## src/rtl/knn_seq.sv

```systemverilog
// Walks the training-point memory for one test point and hands each point to knn_core
// through a valid/ready handshake, reporting progress and completion to the register file.
module knn_seq #(
    parameter int ADDR_W = 8
) (
    input  logic              clk,
    input  logic              rst,
    input  logic              start,
    input  logic              abort,
    input  logic [ADDR_W:0]   n_train,
    output logic              mem_en,
    output logic [ADDR_W-1:0] mem_addr,
    output logic              core_clear,
    output logic              core_valid,
    input  logic              core_ready,
    output logic              busy,
    output logic              done,
    output logic [ADDR_W:0]   count
);

    typedef enum logic [1:0] {
        IDLE,
        CLEAR,
        READ,
        ISSUE
    } state_t;

    localparam logic [ADDR_W:0]   MAX_N   = {1'b1, {ADDR_W{1'b0}}};
    localparam logic [ADDR_W:0]   CNT_ONE = {{ADDR_W{1'b0}}, 1'b1};
    localparam logic [ADDR_W-1:0] IDX_ONE = {{(ADDR_W-1){1'b0}}, 1'b1};

    state_t            state_q, state_d;
    logic [ADDR_W-1:0] idx_q, idx_d;
    logic [ADDR_W:0]   nLat_q, nLat_d;
    logic [ADDR_W:0]   count_q, count_d;
    logic              done_q, done_d;
    logic              lastPoint;

    // idx is one bit narrower than nLat so a full 2^ADDR_W set ends on idx = all ones.
    assign lastPoint = ({1'b0, idx_q} == (nLat_q - CNT_ONE));

    always_ff @(posedge clk) begin
        if (rst) begin
            state_q <= IDLE;
            idx_q   <= '0;
            nLat_q  <= '0;
            count_q <= '0;
            done_q  <= 1'b0;
        end else begin
            state_q <= state_d;
            idx_q   <= idx_d;
            nLat_q  <= nLat_d;
            count_q <= count_d;
            done_q  <= done_d;
        end
    end

    always_comb begin
        state_d = state_q;
        idx_d   = idx_q;
        nLat_d  = nLat_q;
        count_d = count_q;
        done_d  = done_q;

        case (state_q)
            IDLE: begin
                if (start) begin
                    count_d = '0;
                    if (n_train == '0) begin
                        done_d = 1'b1;
                    end else begin
                        nLat_d  = (n_train > MAX_N) ? MAX_N : n_train;
                        idx_d   = '0;
                        done_d  = 1'b0;
                        state_d = CLEAR;
                    end
                end
            end
            CLEAR: state_d = READ;
            READ:  state_d = ISSUE;
            ISSUE: begin
                if (core_ready) begin
                    count_d = count_q + CNT_ONE;
                    if (lastPoint) begin
                        done_d  = 1'b1;
                        state_d = IDLE;
                    end else begin
                        idx_d   = idx_q + IDX_ONE;
                        state_d = READ;
                    end
                end
            end
            default: state_d = IDLE;
        endcase

        // Abort overrides the transition but keeps any handshake already counted this cycle.
        if (abort && (state_q != IDLE)) begin
            state_d = IDLE;
            done_d  = 1'b0;
        end
    end

    assign mem_en     = (state_q == READ);
    assign mem_addr   = idx_q;
    assign core_clear = (state_q == CLEAR);
    assign core_valid = (state_q == ISSUE);
    assign busy       = (state_q != IDLE);
    assign done       = done_q;
    assign count      = count_q;

endmodule

```

## config.mk

```make
export PLATFORM = sky130hd
export DESIGN_NAME = knn_seq
export DESIGN_NICKNAME = d
export VERILOG_FILES = /design/src/rtl/knn_seq.sv
export SDC_FILE = /design/constraint.sdc
export NUM_CORES = 1
export LEC_CHECK = 0
export CORE_MARGIN = 2
export CORE_UTILIZATION = 30
export CTS_CLUSTER_DIAMETER = 200
export CTS_CLUSTER_SIZE = 24
export DETAILED_ROUTE_END_ITERATION = 16
export DONT_BUFFER_PORTS = 1
export GPL_TIMING_DRIVEN = 0
export PLACE_DENSITY = 0.41
export SETUP_SLACK_MARGIN = 0.3
export SLEW_MARGIN = 15
export SYNTH_ARGS = -nofsm -noshare
export SYNTH_HDL_FRONTEND = slang
export SYNTH_SLANG_ARGS = --single-unit
```

## constraint.sdc

```tcl
create_clock -name clk -period 3.4 [get_ports clk]
set_input_delay 1.02 -clock clk [delete_from_list [all_inputs] [get_ports clk]]
set_output_delay 1.02 -clock clk [all_outputs]
set_load 0.01 [all_outputs]
```

==> run summary <==
post-synthesis xor/xnor area fraction: 6.62%
CP max FO: 7
Mapped Area: 0.00172 mm²
final setup skew: 3.95 ps
RSZ-0062 raised after global routing: yes
EDFF count, synth: 0
routed length per instance: 15.9 µm
worst min path class: flip-flop to flip-flop
internal reg-to-reg setup slack: 390 ps
Die W: 79.7 µm
main flop type after synthesis: dfxtp_1
Max Clock Freq: 0.332 GHz
Post-Route Setup TNS: 0 ps
Synth Area in Simple Gates: 30.9%
hold_ws: 479 ps
DR vias: 1601
hpwl dp: 3530 µm
hold wc startpoint: nLat_q[8]
syn nets: 233
# Max-Cap Violations: 0
Max stage delay on crit path: 520 ps
port bufs: 0
crit path DAT: 3160 ps
Layout area overhead: 14.8%
r2r endpoint: mem_addr[1]
Clock Latency Late Sink: 280 ps
Power Density: 636 mW/mm²
root buf cell: clkbuf_8
sequential power share: 33.5%
Hold Fails Final Rpt: 0
gpl congestion: 0.770
DR pass1 iterations: 4
Final min period: 3010 ps
Worst Path Required: 3550 ps
H-tree depth: 2
max-slew violations: 0
reg2reg path depth: 10
Total GRT Usage: 15.7%
first-pass GRT wire length: 7700 µm
Longest Clk Path Bufs: 2
remaining antenna violation count: 0
core area: 0.00551 mm²
clock sinks: 29
crit start category: flip-flop
P_int: 0.000782 W
sw frac: 37.7%
synthesized instance count: 211
layout cells sized above 1: 11.3%
Max stage delay cell, worst path: or4b_1
ys async rst share: 0%
Post-CTS Hold Buffers: 0
hold path depth: 2
Initial Util: 31.2%
FILL cells: 584
clock-pin slew on the worst setup and hold paths: 70 ps
Post-Synth Adder-Cell Area: 5.82%
routed wire length: 4660 µm
vias in the first global route: 1598
DR DRC count: 0
status: finished, final reports clean
Compound-Gate Fraction of Synth Area: 18.0%
Leak: 0.696 nW
CTS tree: yes
Die ar.: 0.00635 mm²
Comb pwr share: 36.5%
Worst Max-Slew Pin Slew: 556 ps
flip-flop and latch area: 581 µm²
Design Power: 0.00125 W
n_diodes: 0
Worst setup EP type: flip-flop
Worst slew margin: 62.9%
worst r2r src: nLat_q[0]
synth unique cells: 46
Seq/Total Area, Yosys: 33.8%
Nets: 242
global route overflow: 0
crit path cell chain: buf_4 -> inv_2 -> ha_4 -> or4b_4 -> or4b_1 -> a32o_1 -> o41a_4 -> and3_2 -> a22oi_1 -> a21oi_1
largest net degree at the start of global routing: 11
Final period util: 88.5%
Worst Hold Path EP: nLat_q[8]
clock share of power: 30.0%
Multi-input gate area: 0.00112 mm²
Ys Warns: 0
#FFs+latches synth: 29
mux cell area share after synthesis: 1.75%
Crit Path Category: flip-flop to flip-flop
syn_area_per_cell: 8.15 µm²
Num CTS Buffers: 5
switching pwr: 0.000473 W
Via density: 5.46
row count: 27
Chip Height: 79.7 µm
largest family of logic cells by synthesized area: simple AND/OR/NAND/NOR gates
Final Setup Violations: 0
First DRT Iteration DRCs: 93
number of antenna violations at the first check in global routing: 0
Boundary Pins: 36
Max IR drop VDD: 0.257 mV
[critical path, delay by kind of cell, from the launching register on]
kind	cells	cell delay (ps)
simple gates	3	1230
flops	1	300
fa+ha+maj	1	150
compound gates	4	980
buf+inv	2	230
[cells in the mapped netlist (all sizes together) (3+ instances only)]
| cell type | count | area, µm² |
|---|---|---|
| nor4 | 3 | 18.8 |
| o211ai | 4 | 30.0 |
| or4b | 3 | 33.8 |
| nor2 | 28 | 105 |
| o21ai | 5 | 25.0 |
| a21oi | 19 | 106 |
| clkbuf | 7 | 26.3 |
| mux2i | 3 | 30.0 |
| or3 | 6 | 40.0 |
| nand2 | 20 | 75.1 |
| a211oi | 3 | 22.5 |
| nand3 | 6 | 30.0 |
| nor3b | 6 | 45.0 |
| nand4 | 5 | 31.3 |
| xor2 | 10 | 87.6 |
| nor3 | 5 | 25.0 |
| inv | 7 | 26.3 |
| and2 | 3 | 18.8 |
| ha | 8 | 100 |
| xnor2 | 3 | 26.3 |
| dfxtp | 29 | 581 |
[power groups by stage]
stage	Clock [W]	Sequential (W)	Combinational (W)
6_report	0.000376	0.000421	0.000458
5_1_grt	0.000407	0.000428	0.000516
4_1_cts	0.000392	0.000421	0.000442
3_5_place_dp	0	0.000429	0.000421
3_3_place_gp	0	0.000425	0.000408
2_1_floorplan	0	0.000417	0.000334
[kinds of logic (layout without fill, tap and decap cells)]
group           count (synthesis)  in the layout
compound gates                 45             46
buf+inv                        14             23
fa+ha+maj                       8              8
simple gates                   99             99
flops                          29             29
mux                             3              3
xor+xnor                       13             13
[cells in the final DEF, fill, tap and decap left out, drive strengths merged, types with 5 or more instances in the layout]
master	n
or3	6
nand3	6
nor2	28
ha	8
a21oi	20
xor2	10
dfxtp	29
nor3	5
nand2	20
inv	7
nand4	5
o21ai	5
nor3b	6
clkbuf	13
[metrics by stage]
stage	std cells	cell area [µm²]	setup WS [ps]	util (%)
2_1_floorplan	211	1720	516	-
3_3_place_gp	283	1810	199	32.9
3_5_place_dp	283	1810	146	32.9
4_1_cts	293	1950	316	35.4
5_1_grt	293	1970	278	35.9
6_report	293	1970	390	35.9
[worst max path at each step]
stage,start,to,slack [ps],depth (start not counted)
3_3_place_gp,n_train[2],mem_addr[4],200,7
2_1_floorplan,nLat_q[0],mem_addr[6],520,10
3_5_place_dp,n_train[8],mem_addr[3],150,8
6_report,nLat_q[0],mem_addr[1],390,10
5_1_grt,nLat_q[0],mem_addr[3],280,10
4_1_cts,nLat_q[0],mem_addr[3],320,10
[state kept, by name, indices dropped and copies added (netlist names)]
register	cells
done	1
state_q	2
nLat_q	9
mem_addr	8
count	9
[per-layer routing]
layer  global-route usage [%]  vias to the layer above  share of wire (%)  wire length [µm]
met5                        0                        -                  0                 0
met4                     5.00                        0               0.67                31
met3                     4.98                        4                7.0               324
met2                     26.0                       48                 46              2140
met1                     19.2                      765                 46              2160
li1                         -                      784                  -                 -
[layout make-up]
type	count	share of cell area, %
Clock inverter	1	1.52
Clock buffer	7	4.37
Multi-Input combinational cell	169	56.9
Tap cell	72	4.56
Inverter	7	1.33
Sequential cell	29	29.4
Timing Repair Buffer	1	0.380
Buffer	7	1.52
[repair_timing]
action                     4_1_cts  5_1_grt
setup endpoints to repair        7        8
cloned                           1        0
setup buffers                    1        0
pin swaps                        2        1
gates resized for setup          3        7
(Power assumes the default switching activity.)
